--- config.mk ---
export PLATFORM = sky130hd
export DESIGN_NAME = imm_gen_pipe_flat
export DESIGN_NICKNAME = d
export VERILOG_FILES = /design/src/rtl/imm_gen_pipe_if.sv /design/src/rtl/imm_gen_pipe.sv /design/src/flat_wrapper.sv
export SDC_FILE = /design/constraint.sdc
export NUM_CORES = 1
export LEC_CHECK = 0
export ABC_AREA = 1
export BUFFER_PORTS_ARGS = -buffer_cell sky130_fd_sc_hd__buf_2
export CAP_MARGIN = 20
export CORE_UTILIZATION = 33
export CTS_BUF_LIST = sky130_fd_sc_hd__clkbuf_4
export DETAILED_ROUTE_END_ITERATION = 10
export GPL_TIMING_DRIVEN = 0
export HOLD_SLACK_MARGIN = 0.06
export MAX_ROUTING_LAYER = met4
export PLACE_DENSITY = 0.63
export SETUP_SLACK_MARGIN = 0.15
export SYNTH_ARGS = -nofsm -noshare
export SYNTH_HDL_FRONTEND = slang
export SYNTH_SLANG_ARGS = --single-unit
--- constraint.sdc ---
create_clock -name clk -period 14.32 [get_ports clk]
set_input_delay 2.148 -clock clk [delete_from_list [all_inputs] [get_ports clk]]
set_output_delay 2.148 -clock clk [all_outputs]
set_load 0.01 [all_outputs]
--- src/rtl/imm_gen_pipe_if.sv ---
// ---------------------------------------------------------------------------
// imm_gen_pipe_if
//   Handshake and data bundle for the immediate-generator pipe stage.
//   master : upstream/downstream driver (flush, input side, out_ready)
//   slave  : the pipe itself (in_ready, output entry fields)
//   Signals:
//     flush_i      synchronous flush of all held entries
//     in_valid_i   / in_ready_o    input handshake
//     opcode_i     7-bit opcode used for decode
//     insn_i       instruction word (DWIDTH bits)
//     tag_i        sideband tag carried with the instruction
//     out_valid_o  / out_ready_i   output handshake
//     imm_o        generated immediate (IWIDTH bits)
//     fmt_o        format code R=0 I=1 S=2 B=3 U=4 J=5 Z=6
//     illegal_o    opcode not recognised
//     tag_o        tag of the output entry
// ---------------------------------------------------------------------------
interface imm_gen_pipe_if #(
  parameter int DWIDTH = 32,
  parameter int IWIDTH = 32,
  parameter int TAG_W  = 32
);
  logic              flush_i;
  logic              in_valid_i;
  logic              in_ready_o;
  logic [6:0]        opcode_i;
  logic [DWIDTH-1:0] insn_i;
  logic [TAG_W-1:0]  tag_i;
  logic              out_valid_o;
  logic              out_ready_i;
  logic [IWIDTH-1:0] imm_o;
  logic [2:0]        fmt_o;
  logic              illegal_o;
  logic [TAG_W-1:0]  tag_o;

  modport master (
    output flush_i, in_valid_i, opcode_i, insn_i, tag_i, out_ready_i,
    input  in_ready_o, out_valid_o, imm_o, fmt_o, illegal_o, tag_o
  );

  modport slave (
    input  flush_i, in_valid_i, opcode_i, insn_i, tag_i, out_ready_i,
    output in_ready_o, out_valid_o, imm_o, fmt_o, illegal_o, tag_o
  );
endinterface

--- src/rtl/imm_gen_pipe.sv ---
// ---------------------------------------------------------------------------
// imm_gen_pipe
//   RISC-V immediate generator as a 1-cycle, 2-entry (main + skid) pipe
//   stage. Decode happens on the input side; the decoded result is stored,
//   so the output fields come straight from flops.
//   Ports:
//     clk    single clock, rising edge
//     reset  synchronous active-high reset (priority over everything)
//     bus    imm_gen_pipe_if.slave: flush, input and output handshakes
//   Parameters:
//     DWIDTH   instruction width (only 32 supported)
//     IWIDTH   immediate width, 32 or 64
//     TAG_W    sideband tag width
//     ZICSR_EN 1: SYSTEM decodes as CSR format, 0: SYSTEM is illegal
// ---------------------------------------------------------------------------
module imm_gen_pipe #(
  parameter int DWIDTH   = 32,
  parameter int IWIDTH   = 32,
  parameter int TAG_W    = 32,
  parameter bit ZICSR_EN = 1'b1
) (
  input logic           clk,
  input logic           reset,
  imm_gen_pipe_if.slave bus
);

  typedef enum logic [2:0] {
    FMT_R = 3'd0, FMT_I = 3'd1, FMT_S = 3'd2, FMT_B = 3'd3,
    FMT_U = 3'd4, FMT_J = 3'd5, FMT_Z = 3'd6
  } fmt_e;

  typedef struct packed {
    logic [IWIDTH-1:0] imm;
    fmt_e              fmt;
    logic              illegal;
    logic [TAG_W-1:0]  tag;
  } entry_t;

  // -------------------------------------------------------------------------
  // Decode (input side)
  // -------------------------------------------------------------------------
  logic [31:7] ib;
  logic        unused_opc_bits;
  logic [31:0] imm32;
  logic [63:0] imm64;
  logic        sign;
  entry_t      dec;

  assign ib = bus.insn_i[31:7];
  // The opcode is taken from opcode_i; the low instruction bits are ignored.
  assign unused_opc_bits = ^bus.insn_i[6:0];

  // NOTE: every variable driven here gets a default first, so no path can
  // leave one unassigned and infer a latch.
  always_comb begin
    imm32       = '0;
    sign        = 1'b0;
    dec         = '0;
    dec.fmt     = FMT_R;
    dec.illegal = 1'b0;
    dec.tag     = bus.tag_i;
    case (bus.opcode_i)
      7'b0010011, 7'b0000011, 7'b1100111, 7'b0001111: begin
        dec.fmt = FMT_I;
        imm32   = {{20{ib[31]}}, ib[31:20]};
        sign    = ib[31];
      end
      7'b0100011: begin
        dec.fmt = FMT_S;
        imm32   = {{20{ib[31]}}, ib[31:25], ib[11:7]};
        sign    = ib[31];
      end
      7'b1100011: begin
        dec.fmt = FMT_B;
        imm32   = {{19{ib[31]}}, ib[31], ib[7], ib[30:25], ib[11:8], 1'b0};
        sign    = ib[31];
      end
      7'b0110111, 7'b0010111: begin
        dec.fmt = FMT_U;
        imm32   = {ib[31:12], 12'b0};
        sign    = ib[31];
      end
      7'b1101111: begin
        dec.fmt = FMT_J;
        imm32   = {{11{ib[31]}}, ib[31], ib[19:12], ib[20], ib[30:21], 1'b0};
        sign    = ib[31];
      end
      7'b0110011: dec.fmt = FMT_R;
      7'b1110011: begin
        if (ZICSR_EN) begin
          dec.fmt = FMT_Z;
          // Immediate-form CSR ops carry a 5-bit uimm in the rs1 field;
          // register forms expose the CSR address instead. Both zero-extend.
          imm32   = ib[14] ? {27'b0, ib[19:15]} : {20'b0, ib[31:20]};
        end else begin
          dec.illegal = 1'b1;
        end
      end
      default: dec.illegal = 1'b1;
    endcase
    // Extend to 64 once, then keep the low IWIDTH bits (works for 32 and 64).
    imm64   = {{32{sign}}, imm32};
    dec.imm = imm64[IWIDTH-1:0];
  end

  // -------------------------------------------------------------------------
  // Main + skid storage control
  // -------------------------------------------------------------------------
  entry_t main_q, skid_q;
  logic   main_valid, skid_valid, in_ready_q;
  logic   main_valid_d, skid_valid_d;
  logic   ld_main_skid, ld_main_in, ld_skid;
  logic   main_free, in_fire;

  // in_ready_q tracks "skid empty" as a flop, so acceptance never depends
  // combinationally on out_ready_i. Flush cancels a same-cycle accept.
  assign in_fire   = bus.in_valid_i & in_ready_q & ~bus.flush_i;
  assign main_free = ~main_valid | bus.out_ready_i;

  always_comb begin
    main_valid_d = main_valid;
    skid_valid_d = skid_valid;
    ld_main_skid = 1'b0;
    ld_main_in   = 1'b0;
    ld_skid      = 1'b0;
    if (main_free) begin
      // Older skid entry always goes first to preserve order.
      if (skid_valid) begin
        ld_main_skid = 1'b1;
        main_valid_d = 1'b1;
        skid_valid_d = 1'b0;
      end else if (in_fire) begin
        ld_main_in   = 1'b1;
        main_valid_d = 1'b1;
      end else begin
        main_valid_d = 1'b0;
      end
    end else if (in_fire) begin
      ld_skid      = 1'b1;
      skid_valid_d = 1'b1;
    end
  end

  // NOTE: sequential state uses non-blocking assignments so every flop
  // samples the pre-edge value of its inputs regardless of block order.
  always_ff @(posedge clk) begin
    if (reset) begin
      main_valid <= 1'b0;
      skid_valid <= 1'b0;
      in_ready_q <= 1'b0;
      main_q     <= '0;
    end else if (bus.flush_i) begin
      main_valid <= 1'b0;
      skid_valid <= 1'b0;
      in_ready_q <= 1'b1;
    end else begin
      main_valid <= main_valid_d;
      skid_valid <= skid_valid_d;
      in_ready_q <= ~skid_valid_d;
      if (ld_main_skid)    main_q <= skid_q;
      else if (ld_main_in) main_q <= dec;
    end
  end

  // NOTE: skid data has no reset; it is only ever observed through main_q
  // after skid_valid qualifies it, so resetting it would buy nothing.
  always_ff @(posedge clk) begin
    if (ld_skid) skid_q <= dec;
  end

  assign bus.in_ready_o  = in_ready_q;
  assign bus.out_valid_o = main_valid;
  assign bus.imm_o       = main_q.imm;
  assign bus.fmt_o       = main_q.fmt;
  assign bus.illegal_o   = main_q.illegal;
  assign bus.tag_o       = main_q.tag;

endmodule

--- src/flat_wrapper.sv ---
// flat-port wrapper written by rule: the top's interface ports become plain ports
module imm_gen_pipe_flat 
#(
  parameter int DWIDTH   = 32,
  parameter int IWIDTH   = 32,
  parameter int TAG_W    = 32,
  parameter bit ZICSR_EN = 1'b1
)
  (clk, reset, bus_flush_i, bus_in_valid_i, bus_opcode_i, bus_insn_i, bus_tag_i, bus_out_ready_i, bus_in_ready_o, bus_out_valid_o, bus_imm_o, bus_fmt_o, bus_illegal_o, bus_tag_o);
  imm_gen_pipe_if #(.DWIDTH(DWIDTH), .IWIDTH(IWIDTH), .TAG_W(TAG_W)) bus_i ();
  input logic clk;
  input logic reset;
  input wire logic [$bits(bus_i.flush_i)-1:0] bus_flush_i;
  input wire logic [$bits(bus_i.in_valid_i)-1:0] bus_in_valid_i;
  input wire logic [$bits(bus_i.opcode_i)-1:0] bus_opcode_i;
  input wire logic [$bits(bus_i.insn_i)-1:0] bus_insn_i;
  input wire logic [$bits(bus_i.tag_i)-1:0] bus_tag_i;
  input wire logic [$bits(bus_i.out_ready_i)-1:0] bus_out_ready_i;
  output wire logic [$bits(bus_i.in_ready_o)-1:0] bus_in_ready_o;
  output wire logic [$bits(bus_i.out_valid_o)-1:0] bus_out_valid_o;
  output wire logic [$bits(bus_i.imm_o)-1:0] bus_imm_o;
  output wire logic [$bits(bus_i.fmt_o)-1:0] bus_fmt_o;
  output wire logic [$bits(bus_i.illegal_o)-1:0] bus_illegal_o;
  output wire logic [$bits(bus_i.tag_o)-1:0] bus_tag_o;
  assign bus_i.flush_i = bus_flush_i;
  assign bus_i.in_valid_i = bus_in_valid_i;
  assign bus_i.opcode_i = bus_opcode_i;
  assign bus_i.insn_i = bus_insn_i;
  assign bus_i.tag_i = bus_tag_i;
  assign bus_i.out_ready_i = bus_out_ready_i;
  assign bus_in_ready_o = bus_i.in_ready_o;
  assign bus_out_valid_o = bus_i.out_valid_o;
  assign bus_imm_o = bus_i.imm_o;
  assign bus_fmt_o = bus_i.fmt_o;
  assign bus_illegal_o = bus_i.illegal_o;
  assign bus_tag_o = bus_i.tag_o;
  imm_gen_pipe #(.DWIDTH(DWIDTH), .IWIDTH(IWIDTH), .TAG_W(TAG_W), .ZICSR_EN(ZICSR_EN)) u_core (.clk(clk), .reset(reset), .bus(bus_i));
endmodule
# Word-level counts from Yosys, hierarchy flattened
# Index checks and enable logic that the tools add are counted.
[totals] register_bits=139 latch_bits=0 ramBits=0 mem_bits_ro=0 input_bits=76 output_inout_bits=70 word_cells=50 n_memories=0
[classes] addsub=0 mul=0 div_mod_pow=0 n_lt_le_gt_ge=0 n_eq_ne=11 n_shift=0 muxes=16 n_bitwise=6 n_reduce_logical=6
[op_table] cell="$pmux W32 S6" count=1
[op_table] cell="$mux W68" count=2
[op_table] cell="$eq A7 B7 Y1 const B" count=4
[op_table] cell="$eq A7 B6 Y1 const B" count=3
[op_table] cell="$pmux W3 S6" count=1
[op_table] cell="$eq A7 B5 Y1 const B" count=2
[op_table] cell="$mux W12" count=1
[op_table] cell="$mux W1" count=11
[op_table] cell="$reduce_or A11 Y1" count=1
[op_table] cell="$eq A7 B2 Y1 const B" count=1
[op_table] cell="$eq A7 B4 Y1 const B" count=1
[op_table] cell="$reduce_or A2 Y1" count=2
[op_table] cell="$reduce_or A4 Y1" count=1
[op_table] cell="$not A1 Y1" count=3
[op_table] cell="$and A1 B1 Y1" count=2
[op_table] cell="$reduce_and A2 Y1" count=1
[op_table] cell="$reduce_bool A2 Y1" count=1
[op_table] cell="$or A1 B1 Y1" count=1

# Depth between registers and ports, before layout
# Gate-level depths: netlist of run 1.
[depth] depth_word=7 ltp_mapped=12 mapped_depth_nobuf=11

# Worst setup path after synthesis of run 1
# OpenSTA, ideal clock, no wires.
[synth_path] path_type="input to register" startpoint="input port bus_out_ready_i" endpoint="register u_core.skid_q[0] (netlist bit), enable pin" setup_ns=0.578 arrival_ns=7.052 t_required_ns=13.742 slack_ns=6.689 stages=3 n_path_buf=0 path_cell_list="nor2_1 inv_1 nor3_1"
[synth_between] elab_chain_cells=2
[synth_rtl] item="from (decl)" line="flat_wrapper.sv:18" text="input wire logic [$bits(bus_i.out_ready_i)-1:0] bus_out_ready_i;"
[synth_rtl] item="$or A1 B1 Y1" line="imm_gen_pipe.sv:118" text="assign main_free = ~main_valid | bus.out_ready_i;"
[synth_rtl] item="$mux W1" line="imm_gen_pipe.sv:126" text="if (main_free) begin"
[synth_rtl] item="via u_core.ld_skid" line="imm_gen_pipe.sv:112" text="logic ld_main_skid, ld_main_in, ld_skid;"
[synth_rtl] item="to (signal assigned)" line="imm_gen_pipe.sv:168" text="if (ld_skid) skid_q <= dec;"
[synth_rtl] item="to (decl)" line="imm_gen_pipe.sv:109" text="entry_t main_q, skid_q;"
# The timed path passes the listed nets, and every way through them passes these cells.
# A chain may end at the register's enable or synchronous reset.

# Worst setup path in the final report of run 1
[layout_path] startpoint="input port bus_out_ready_i" endpoint="register u_core.skid_q[55] (netlist bit), enable pin"
# The elaborated chain is that of the path after synthesis.

==> summary by stage, run 1 <==
Run status
The run finished with clean final reports.

Detailed routing
After detailed routing, the total wire length is 17.3 mm. The remaining antenna violation count is 0. The routed via count divided by cell count is 4.77. For this block, the initial DRC count from the detailed router was 259. The vias after detailed routing is 5,365. Dividing the detail-routed wire length by the instance count gives 15.3 um.

The first-pass iteration count of the detailed router is 5. The DRC violation count after routing is 0.

STA
The worst clock skew is 0.0157 ns. Setup repair after global routing left no endpoint under its margin. For this run, the top clock speed supported by timing is 303 MHz. The final worst-path cycle share is 0.230. Setup violations remaining at the end of the flow were counted as 0. The worst path in the final design needs a cycle of 3.30 ns, including I/O delays and setup. The number of max-slew violations in the final report is 0.

The minimum hold slack is 0.537 ns. The actual slew at the worst max-slew pin is 0.682 ns. The worst pin sits at a relative slew slack of 0.543. The number of hold-slack violations in the final timing report was 0. The worst path meets setup with 11.02 ns of slack. After routing, the total negative slack on setup checks comes to 0 ns.

Synthesis
Of the total synthesized cell area, the portion taken by full adders, half adders and majority gates is 0. Each instance of the synthesized netlist takes up on average 8.66 um2. The xor/xnor cell area share of the yosys netlist is 0. The post-synthesis compound-gate area fraction is 0.142.

The post-synthesis cell area is 6230 um2. By area, the combinational part of the netlist is dominated by simple AND/OR/NAND/NOR gates. The synthesized design spends more area on one cell type than any other, namely sky130_fd_sc_hd__edfxtp_1. The portion of the post-synthesis area used by sequential elements is 0.556. The simple logic cell fraction of the synthesized area is 0.245.

Ranked by total cell area, the synthesized netlist is headed by sky130_fd_sc_hd__edfxtp_1 (33%), sky130_fd_sc_hd__dfxtp_1 (23%), sky130_fd_sc_hd__nand2_1 (10%), sky130_fd_sc_hd__o21ai_0 (6.1%), sky130_fd_sc_hd__nor2_1 (3.6%). The area share of the leading cell type in the synthesized netlist is 0.328. In this run, distinct cell masters in the synthesized netlist total 31. In the synthesized netlist, the number of instances is 719.

The number of nets handed over by synthesis was 795. The count of state elements after synthesis is 139. Measured against the total synthesized area, the mux share comes to 0.

For this run, the number of Yosys warnings is 0.

Clocking
The clock passes through at most 2 buffers. Once the clock tree was built, the setup fixing pass inserted 0 buffers. Clock-pin slew was measured on the worst setup and hold paths at 0.13 ns. TritonCTS built the clock tree. Clock tree synthesis selected as its root buffer the cell sky130_fd_sc_hd__clkbuf_4. The hold buffer count at CTS is 0. In this run, CTS created clock tree buffers numbering 17. At the later pin of the worst-skew pair, clock insertion delay measures 0.56 ns.

Gates resized during post-CTS repair numbered 0. The number of sinks handled by clock tree synthesis is 139. The maximum level of the CTS H-tree is 4.

Global route
The routing usage on met3 is 0.0372. The first global-routing pass estimated 27.4 mm of wire. The initial antenna violation count was 2. The met1 global-route usage is 0.238. The most congested layer reported by global routing is met2. The largest net degree at the start of global routing is 17. The number of global-route vias before repair is 5,175. In the global route stage, overall resource usage came out at 0.190. The remaining global-route overflow is 0. The global routing met2 resource utilization is 0.295.

Final layout
The number of nets in the finished design is 957. The layout overhead on the synthesized area is 22.0%. The library cell used most frequently in the layout, excluding fill and tap cells, is sky130_fd_sc_hd__nand2_1. The core utilization of the finished layout is 0.417. In the final layout, the share of cells above drive strength 1 is 0.281. The library cells used most frequently in the layout, excluding fill and tap cells, are sky130_fd_sc_hd__nand2_1 (170), sky130_fd_sc_hd__buf_2 (148), sky130_fd_sc_hd__o21ai_0 (76).

Floorplanning
The total die area is 19,400 um2. In this run the count of I/O pins placed on the die edge is 146. The die width is 139 um.

The row count is 49. In this run the standard cell core region covers 18,200 um2. The die height is 139 um. For this configuration, the core starts out at a cell density of 0.342.

Power
In this run the power spent charging and discharging nets is 199 uW. The share of total power dissipated in sequential elements is 0.553. The switching part of the total power is 0.258.

The power density over cell area is 101 nW/um2. The leakage power figure is 0.00342 uW. The share of total power dissipated in combinational logic is 0.076. The worst supply voltage drop on vdd is 39.8 uV.

The internal portion of the total power is 571 uW. Of the total power, the clock network draws 0.371.

Setup path
The highest fanout seen on the critical path is 12. The worst setup path is of the input pin to flip-flop kind. STA puts the critical path data arrival time at 3.57 ns. STA classifies the critical path endpoint as a flip-flop. Measured in cells, the most critical reg-to-reg path has a length of 6. The required time at the endpoint of the critical path is 14.59 ns. In this run the critical register-to-register path is captured at u_core.skid_q[55]$_DFFE_PP_. The setup slack of the worst register-to-register path is 12.34 ns. The startpoint of the worst register-to-register path is u_core.bus.out_valid_o$_SDFFE_PP0N_. STA classifies the critical path startpoint as an input pin.

Hold path
For hold timing, the worst endpoint is u_core.bus.tag_o[30]$_SDFFE_PP0P_. The class of the tightest hold or removal check is flip-flop to flip-flop. Counting instances, the worst hold path has a depth of 2. In this run the most critical hold path is launched from u_core.skid_q[30]$_DFFE_PP_.

Placement
At the end of routability-driven placement, the weighted congestion stood at 0.961. The number of port buffers is 137. The worst setup slack before clock tree synthesis is 10.42 ns. Detailed placement finished with a half-perimeter wire length of 12.8 mm.

Job
The total of max-cap violations is 0.
## cell families after synthesis
family	after synthesis
buf+inv	83
simple gates	336
compound gates	161
flops	139
## cells in the mapped netlist (all sizes together)
library cell / number
a211oi: 1
nor2: 66
a21oi: 47
clkbuf: 23
o22ai: 2
nor3: 1
nand3: 45
a31oi: 32
or2: 33
o21ai: 79
inv: 40
dfxtp: 71
nand2: 178
buf: 20
nor4: 1
edfxtp: 68
nand4: 12
## state kept, by name (all words and copies together) (netlist names)
register / count
u_core.bus.fmt_o: 3
u_core.bus.in_ready_o: 1
u_core.skid_valid: 1
u_core.skid_q: 68
u_core.bus.tag_o: 32
u_core.bus.imm_o: 32
u_core.bus.illegal_o: 1
u_core.bus.out_valid_o: 1
## worst max-delay path by stage
| stage | start | end | depth (start not counted) |
|---|---|---|---|
| 5_1_grt | bus_out_ready_i | u_core.skid_q[55]$_DFFE_PP_ | 6 |
| 3_3_place_gp | bus_out_ready_i | u_core.skid_q[49]$_DFFE_PP_ | 4 |
| 6_report | bus_out_ready_i | u_core.skid_q[55]$_DFFE_PP_ | 6 |
| 3_5_place_dp | bus_out_ready_i | u_core.skid_q[49]$_DFFE_PP_ | 6 |
| 4_1_cts | bus_out_ready_i | u_core.skid_q[55]$_DFFE_PP_ | 6 |
| 2_1_floorplan | bus_out_ready_i | u_core.skid_q[0]$_DFFE_PP_ | 3 |
## metal layers
| metal | wire [um] | share of wire |
|---|---|---|
| met1 | 8070 | 0.47 |
| met2 | 8050 | 0.47 |
| met3 | 576 | 0.033 |
| met4 | 555 | 0.032 |
| met5 | 0 | 0 |
## worst max-delay path: stages
cell                     delay, ns
sky130_fd_sc_hd__buf_2        0.10
sky130_fd_sc_hd__nor2_1       0.20
sky130_fd_sc_hd__inv_1        0.13
sky130_fd_sc_hd__nor3_2       0.54
sky130_fd_sc_hd__buf_6        0.26
sky130_fd_sc_hd__buf_6        0.18
## power by group through the flow
| stage | clock [uW] | combinational, uW | sequential, uW |
|---|---|---|---|
| after floorplan | 0 | 25.8 | 438 |
| after global placement | 0 | 58.2 | 434 |
| after detailed placement | 0 | 58.7 | 434 |
| after CTS | 293 | 59.0 | 425 |
| after global routing | 307 | 65.4 | 426 |
| final | 285 | 58.7 | 425 |
## final cells by class
class / count / area, um2
antenna: 2 / 5.00
clock buffer: 18 / 135
fill: 1863 / 10600
sequential: 139 / 3460
clock inverter: 14 / 184
tap: 229 / 287
timing repair buffer: 143 / 757
inverter: 40 / 150
buffer: 43 / 205
multi-input combinational: 497 / 2410
## metrics by stage
step,area (um2),total power (uW),cells
2_1_floorplan,6230,463,719
3_3_place_gp,7200,492,1085
3_5_place_dp,7270,493,1091
4_1_cts,7590,778,1123
5_1_grt,7600,799,1125
6_report,7600,769,1125
No activity file was read; power rests on OpenSTA's default activity.
==> run 2: changes to the inputs <==
- clock period: 14.32 -> 3.25 ns (I/O delays scaled with it)
==> summary by stage, run 2 (same netlist as run 1, synthesis figures left out) <==
Clocking
The TritonCTS buffer count came to 17 (unchanged). The clock tree from TritonCTS is built (unchanged). The number of gates resized after CTS was 0 (unchanged). The hold buffer count at CTS is 2 (was 0).

The maximum level of the CTS H-tree is 4 (unchanged). The clock-pin slew of the registers on the worst-case setup and hold paths is 0.14 ns (was 0.13 ns). The number of sinks handled by clock tree synthesis is 139 (unchanged). The clock latency at the later pin of the worst-skew pair is 0.55 ns (was 0.56 ns). The clock tree root buffer cell is sky130_fd_sc_hd__clkbuf_4 (unchanged). The maximum buffer depth of the clock tree is 2 (unchanged).

The number of buffers added for setup after CTS is 0 (unchanged).

Floorplanning
The die width was 139 um (unchanged). The I/O pin count is 146 (unchanged). The core area is 18,200 um2 (unchanged). The starting density of the core came to 0.342 (unchanged). The total die area was 19,400 um2 (unchanged).

The die height came to 139 um (unchanged). The row count is 49 (unchanged).

Global route
The remaining global-route overflow is 0 (unchanged). The number of global-route vias before repair was 5,333 (was 5,175). The initial antenna violation count was 1 (was 2). The overall track demand over capacity in global routing was 0.192 (was 0.190). The wire length of the first global-routing pass is 28.0 mm (was 27.4 mm). The largest net degree at the start of global routing came to 20 (was 17).

Setup path
The launching instance or port of the critical path is u_core.bus.out_valid_o$_SDFFE_PP0N_ (was bus_out_ready_i). The critical path capture point type is a flip-flop (unchanged). The cell repeated most along the worst path was sky130_fd_sc_hd__buf_16 (was sky130_fd_sc_hd__buf_6). The required time at the endpoint of the critical path is 3.51 ns (was 14.59 ns). The startpoint of the worst register-to-register path is u_core.bus.out_valid_o$_SDFFE_PP0N_ (unchanged). The critical path arrival is 2.49 ns (was 3.57 ns). The peak per-stage delay on the critical path came to 0.45 ns (was 0.54 ns). The count of cells along the worst register-to-register path is 8 (was 6). Critical Path, Cell by Cell: inv_1 -> nor2_1 -> inv_1 -> nor3_4 -> buf_16 -> buf_16 -> buf_16 -> buf_16 (was buf_2 -> nor2_1 -> inv_1 -> nor3_2 -> buf_6 -> buf_6). The critical path class is flip-flop to flip-flop (was input pin to flip-flop). The endpoint of the most critical register-to-register path was u_core.skid_q[44]$_DFFE_PP_ (was u_core.skid_q[55]$_DFFE_PP_). The highest fanout seen on the critical path is 19 (was 12). The category of the worst setup path launch point is a flip-flop (was input pin). The setup slack of the worst register-to-register path is 1.02 ns (was 12.34 ns). The slowest cell on the critical path is sky130_fd_sc_hd__nor3_4 (was sky130_fd_sc_hd__nor3_2).

Placement
The post-detailed-placement cell area was 7320 um2 (was 7270 um2). The number of port buffers was 137 (unchanged). The routability-driven placement congestion ratio is 0.917 (was 0.961). The worst setup slack before clock tree synthesis came to 0.794 ns (was 10.42 ns). The post-detailed-placement half-perimeter wirelength is 12.9 mm (was 12.8 mm).

Detailed routing
The remaining antenna violation count came to 0 (unchanged). The DRC violation count after routing is 0 (unchanged). The first-pass iteration count of the detailed router is 4 (was 5).

The routed via count divided by cell count came to 4.86 (was 4.77). The vias after detailed routing is 5,470 (was 5,365). The mean routed wirelength per cell is 15.6 um (was 15.3 um). The iteration-0 DRC count of the detailed router is 310 (was 259). The routed wire length is 17.6 mm (was 17.3 mm).

STA
The highest achievable clock rate is 449 MHz. The number of hold-slack violations in the final timing report came to 0 (unchanged). RSZ-0062 raised after global routing: no (unchanged). The minimum hold slack was 0.123 ns (was 0.537 ns). The actual slew at the worst max-slew pin is 0.584 ns (was 0.682 ns). The final sum of negative setup slack is 0 ns (unchanged).

The final count of negative-setup-slack endpoints is 0 (unchanged). The setup slack after layout is 1.02 ns (was 11.02 ns). The number of max-slew violations in the final report is 0 (unchanged). Subtracting the final worst setup slack from the clock period gives 2.23 ns. The worst relative slew slack is 0.610 (was 0.543). The worst clock skew is 0.0190 ns (was 0.0157 ns). Of the available clock period, the critical path in the final layout requires 0.685.

Job
The total of max-cap violations is 0 (unchanged).

Run status
Status: finished, final reports clean (unchanged).

Hold path
The startpoint of the lowest-slack hold path is bus_tag_i[13] (was u_core.skid_q[30]$_DFFE_PP_). The class of the tightest hold or removal check is input pin to flip-flop (was flip-flop to flip-flop). The number of stages on the worst hold path was 1 (was 2). The worst hold endpoint is u_core.skid_q[13]$_DFFE_PP_ (was u_core.bus.tag_o[30]$_SDFFE_PP0P_).

Final layout
The share of layout cells above drive strength 1 came to 0.278 (was 0.281). The final instance area was 7660 um2 (was 7600 um2). The commonest non-fill, non-tap cell in the layout was sky130_fd_sc_hd__nand2_1 (unchanged). The number of nets in the finished design is 959 (was 957).

Most used cells in the layout excluding fill and tap cells: sky130_fd_sc_hd__nand2_1 (170), sky130_fd_sc_hd__buf_2 (148), sky130_fd_sc_hd__o21ai_0 (76) (unchanged). The register with the highest flop count is u_core.skid_q (unchanged). The flip-flop count of the largest register after layout is 68 (unchanged). The layout overhead on the synthesized area is 23.0% (was 22.0%).

Power
The worst supply voltage drop on vdd is 191 uV (was 39.8 uV). The power density over cell area is 432 nW/um2 (was 101 nW/um2). The leakage power figure was 0.00345 uW (was 0.00342 uW).
-- run 2: changes by cell type in the layout (fill, tap and decap cells not counted), sizes merged --
cell / before / now
clkinv: 1 / 6
dlygate4sd3: 0 / 4
buf: 163 / 161
clkinvlp: 4 / 2
inv: 46 / 44
bufinv: 3 / 2
diode: 2 / 1
-- run 2: worst max path at each step --
stage / endpoint / slack, ns
after floorplan: u_core.skid_q[0]$_DFFE_PP_ / 0.41
after global placement: u_core.skid_q[46]$_DFFE_PP_ / -0.57
after detailed placement: u_core.skid_q[46]$_DFFE_PP_ / 0.79
after CTS: u_core.skid_q[46]$_DFFE_PP_ / 1.01
after global routing: u_core.skid_q[41]$_DFFE_PP_ / 0.88
final: u_core.skid_q[44]$_DFFE_PP_ / 1.02
-- run 2: layout make-up --
class                      instances  area [um2]
multi-input combinational        497        2420
timing repair buffer             145         836
clock inverter                    14         163
clock buffer                      18         135
tap                              229         287
sequential                       139        3460
antenna                            1        2.50
buffer                            43         205
fill                            1829       10500
inverter                          40         150
-- run 2: report_power, final --
group	internal [uW]	switching, uW
Sequential	1860	13.4
Combinational	98.2	165
Clock	481	693
-- run 2: per-stage QoR --
| stage | total power [uW] | util | cells |
|---|---|---|---|
| 2_1_floorplan | 2040 | - | 719 |
| 6_report | 3310 | 0.421 | 1126 |
| 5_1_grt | 3450 | 0.421 | 1126 |
| 3_5_place_dp | 2170 | 0.402 | 1089 |
| 3_3_place_gp | 2170 | 0.396 | 1085 |
| 4_1_cts | 3350 | 0.419 | 1123 |
-- run 2: worst max-delay path, delay by kind of cell, from the launching register on --
| kind | cells | cell delay, ns |
|---|---|---|
| buffers and inverters | 6 | 0.92 |
| AND/OR/NAND/NOR | 2 | 0.65 |
| flip-flops | 1 | 0.36 |
-- run 2: per-layer routing --
layer  up-vias  global-route usage  share of wire
met1      2509               0.236           0.44
met5         -                   -              0
met3        40              0.0354          0.044
met2       151               0.299           0.48
li1       2770                   -              -
met4         0               0.104          0.035
==> run 3: changes to the inputs <==
- ABC_AREA: 1 -> 0
- PLACE_DENSITY: 0.63 -> 0.66
- clock period: 3.25 -> 2 ns (I/O delays scaled with it)
==> summary by stage, run 3 <==
Run status
Status: finished, final reports clean (unchanged).

Final layout
Most used cells in the layout excluding fill and tap cells: sky130_fd_sc_hd__buf_2 (138), sky130_fd_sc_hd__nand2_1 (135), sky130_fd_sc_hd__dfxtp_1 (68), sky130_fd_sc_hd__edfxtp_1 (68), sky130_fd_sc_hd__dlygate4sd3_1 (53) (was sky130_fd_sc_hd__nand2_1 (170), sky130_fd_sc_hd__buf_2 (148), sky130_fd_sc_hd__o21ai_0 (76)). The register with the highest flop count was u_core.skid_q (unchanged). The non-filler instance count after layout is 1,037 (was 1,126). The number of nets in the finished design is 873 (was 959).

The share of layout cells above drive strength 1 is 0.294 (was 0.278). The core utilization of the finished layout is 0.457 (was 0.421). The layout overhead on the synthesized area is 34.1% (was 23.0%).

The flip-flop count of the largest register after layout is 68 (unchanged). The commonest non-fill, non-tap cell in the layout is sky130_fd_sc_hd__buf_2 (was sky130_fd_sc_hd__nand2_1).

Setup path
The slowest cell on the critical path is sky130_fd_sc_hd__dlygate4sd3_1 (was sky130_fd_sc_hd__nor3_4). The critical path capture point type is a flip-flop (unchanged). The critical path class was input pin to flip-flop (was flip-flop to flip-flop). The critical path arrival is 2.09 ns (was 2.49 ns).

The cell repeated most along the worst path is sky130_fd_sc_hd__buf_16 (unchanged). The endpoint of the most critical register-to-register path is u_core.bus.imm_o[31]$_SDFFE_PP0P_ (was u_core.skid_q[44]$_DFFE_PP_). The count of cells along the worst register-to-register path was 5 (was 8). The peak per-stage delay on the critical path is 0.54 ns (was 0.45 ns). The category of the worst setup path launch point is an input pin (was flip-flop). The setup slack of the worst register-to-register path is 0.22 ns (was 1.02 ns). The launching instance or port of the critical path is bus_out_ready_i (was u_core.bus.out_valid_o$_SDFFE_PP0N_). The highest fanout seen on the critical path was 18 (was 19). The last element of the critical path is u_core.skid_q[28]$_DFFE_PP_ (was u_core.skid_q[44]$_DFFE_PP_). Critical Path, Cell by Cell: dlygate4sd3_1 -> buf_2 -> nand2b_4 -> nor3_4 -> buf_16 -> buf_16 (was inv_1 -> nor2_1 -> inv_1 -> nor3_4 -> buf_16 -> buf_16 -> buf_16 -> buf_16). The required time at the endpoint of the critical path is 2.27 ns (was 3.51 ns). The startpoint of the worst register-to-register path was u_core.bus.out_valid_o$_SDFFE_PP0N_ (unchanged).

Synthesis
The most used flip-flop cell after synthesis is sky130_fd_sc_hd__dfxtp_1 (unchanged). The area share of the leading cell type in the synthesized netlist came to 0.344 (was 0.328). The count of state elements after synthesis was 139 (unchanged). The cell type with the largest total area after synthesis was sky130_fd_sc_hd__edfxtp_1 (unchanged).

The gate count of the mapped netlist is 582 (was 719). The post-synthesis net count is 658 (was 795). Commonest cells in the netlist: sky130_fd_sc_hd__nand2_1 (136), sky130_fd_sc_hd__dfxtp_1 (71), sky130_fd_sc_hd__edfxtp_1 (68) (was sky130_fd_sc_hd__nand2_1 (170), sky130_fd_sc_hd__o21ai_0 (76), sky130_fd_sc_hd__dfxtp_1 (71)). The number of enable flip-flop cells after synthesis was 68 (unchanged). The post-synthesis cell area was 5940 um2 (was 6230 um2). The total of warnings raised by yosys is 0 (unchanged). The cell with the most instances after synthesis is sky130_fd_sc_hd__nand2_1 (unchanged).

The number of distinct library cells after synthesis is 53 (was 31). Dominant cells by area after synthesis: sky130_fd_sc_hd__edfxtp_1 (34%), sky130_fd_sc_hd__dfxtp_1 (24%), sky130_fd_sc_hd__nand2_1 (8.6%), sky130_fd_sc_hd__a311oi_1 (4.9%), sky130_fd_sc_hd__a221oi_2 (4.5%) (was sky130_fd_sc_hd__edfxtp_1 (33%), sky130_fd_sc_hd__dfxtp_1 (23%), sky130_fd_sc_hd__nand2_1 (10%), sky130_fd_sc_hd__o21ai_0 (6.1%), sky130_fd_sc_hd__nor2_1 (3.6%)). The synthesized area divided by synthesized cell count is 10.2 um2 (was 8.66 um2). The proportion of synthesized flip-flops having asynchronous set or reset came to 0 (unchanged). The portion of the post-synthesis area used by sequential elements is 0.583 (was 0.556).

Detailed routing
The remaining antenna violation count came to 0 (unchanged). The routed wire length is 18.1 mm (was 17.6 mm). The DRC violation count after routing was 0 (unchanged).

The vias after detailed routing came to 5,325 (was 5,470). The routed via count divided by cell count was 5.14 (was 4.86). The mean routed wirelength per cell is 17.4 um (was 15.6 um). The first-pass iteration count of the detailed router is 5 (was 4). The iteration-0 DRC count of the detailed router is 397 (was 310).

Floorplanning
The die width is 136 um (was 139 um). The starting density of the core came to 0.341 (was 0.342). The core area is 17,400 um2 (was 18,200 um2). The row count is 48 (was 49).

The die height is 136 um (was 139 um). The I/O pin count is 146 (unchanged). The total die area is 18,500 um2 (was 19,400 um2).

STA
Of the available clock period, the critical path in the final layout requires 0.912. The final critical delay including setup and external delays is 1.82 ns. The actual slew at the worst max-slew pin is 0.760 ns (was 0.584 ns). The minimum hold slack was 0.154 ns (was 0.123 ns). The worst relative slew slack is 0.493 (was 0.610). RSZ-0062 raised after global routing: yes (was no).

The number of hold-slack violations in the final timing report is 0 (unchanged). The worst clock skew came to 0.0102 ns (was 0.0190 ns). Based on the critical path, the design can be clocked at up to 548 MHz.

The final count of negative-setup-slack endpoints came to 0 (unchanged). The number of max-slew violations in the final report came to 0 (unchanged).

Power
The worst supply voltage drop on vdd is 452 uV (was 191 uV). The leakage power figure is 0.00325 uW (was 0.00345 uW). The power density over cell area is 703 nW/um2 (was 432 nW/um2).

Clocking
The clock tree root buffer cell is sky130_fd_sc_hd__clkbuf_4 (unchanged). The clock tree from TritonCTS is built (unchanged). The maximum buffer depth of the clock tree came to 2 (unchanged). The TritonCTS buffer count is 17 (unchanged).

The clock-pin slew of the registers on the worst-case setup and hold paths is 0.11 ns (was 0.14 ns). The maximum level of the CTS H-tree is 4 (unchanged). The number of sinks handled by clock tree synthesis is 139 (unchanged). The clock latency at the later pin of the worst-skew pair came to 0.55 ns (about the same).

Hold path
The class of the tightest hold or removal check is input pin to flip-flop (unchanged).

Global route
The wire length of the first global-routing pass is 27.5 mm (was 28.0 mm). The overall track demand over capacity in global routing is 0.205 (was 0.192). The number of global-route vias before repair is 5,146 (was 5,333). The remaining global-route overflow was 0 (unchanged). The initial antenna violation count is 2 (was 1). The largest net degree at the start of global routing is 19 (was 20).

Job
The total of max-cap violations is 0 (unchanged).

Placement
The post-detailed-placement half-perimeter wirelength came to 12.4 mm (was 12.9 mm). The routability-driven placement congestion ratio came to 0.915 (was 0.917). The total instance count after detailed placement is 945 (was 1,089). The number of port buffers is 134 (was 137).
## run 3: logic make-up after synthesis
group                  synth area share
DFF                               0.583
AOI/OAI and AO/OA                 0.190
and+or+nand+nor                   0.184
buffers and inverters            0.0430
## run 3: worst min path at each step
| stage | from | end | slack, ns | depth (start not counted) |
|---|---|---|---|---|
| floorplan | bus_flush_i | u_core.bus.out_valid_o$_SDFFE_PP0N_ | 0.37 | 1 |
| global placement | u_core.bus.fmt_o[2]$_SDFFE_PP0P_ | u_core.bus.fmt_o[2]$_SDFFE_PP0P_ | 0.44 | 2 |
| detailed placement | u_core.bus.fmt_o[1]$_SDFFE_PP0P_ | u_core.bus.fmt_o[1]$_SDFFE_PP0P_ | 0.44 | 2 |
| CTS | bus_insn_i[11] | u_core.bus.imm_o[4]$_SDFFE_PP0P_ | 0.08 | 3 |
| global route | bus_insn_i[31] | u_core.skid_q[67]$_DFFE_PP_ | 0.14 | 3 |
| finish | bus_insn_i[31] | u_core.skid_q[67]$_DFFE_PP_ | 0.15 | 3 |
## run 3: routing by layer
layer / routed length (um) / track usage / part of all wire / vias to the layer above
met3: 1030 / 0.0474 / 0.057 / 26
met4: 426 / 0.0840 / 0.024 / 0
li1: - / - / - / 2566
met5: 0 / - / 0 / -
met2: 8290 / 0.305 / 0.46 / 178
met1: 8340 / 0.267 / 0.46 / 2555
## run 3: cell type report
cell class / instances / area (um2)
Fill cell: 1716 / 9450
Sequential cell: 139 / 3470
Multi-Input combinational cell: 387 / 2280
Timing Repair Buffer: 196 / 1350
Tap cell: 225 / 282
Buffer: 46 / 260
Clock buffer: 21 / 158
Clock inverter: 11 / 125
Inverter: 10 / 37.5
Antenna cell: 2 / 5.00
## run 3: power by group
part           internal, uW  total, uW  leakage (uW)  switching [uW]
clock network           899       1900      0.000159            1000
logic                   283        626       0.00183             343
registers              3040       3070       0.00127            34.8
total                  4220       5600       0.00325            1380
## run 3: critical path: cells and delay by family
| kind | cells | cell delay (ns) |
|---|---|---|
| simple gates | 2 | 0.68 |
| buf+inv | 4 | 1.10 |
## run 3: metrics by stage
step / setup slack (ns) / power (uW) / cell area, um2 / setup TNS, ns
detailed placement: -0.445 / 3670 / 7030 / -19.72
global route: 0.104 / 5840 / 7970 / 0
floorplan: -0.529 / 3420 / 5970 / -36.00
global placement: -1.54 / 3660 / 6920 / -121.84
CTS: 0.159 / 5650 / 7900 / 0
finish: 0.176 / 5600 / 7970 / 0
## run 3: what timing repair did
| item | CTS | global route |
|---|---|---|
| hold buffers | 53 | 0 |
| hold endpoints to repair | 109 | 0 |
| endpoints found under the setup margin | 68 | 70 |
| resized for setup | 25 | 22 |
| cloned | 0 | 0 |
| buffers inserted | 1 | 4 |
| pin swaps | 0 | 3 |
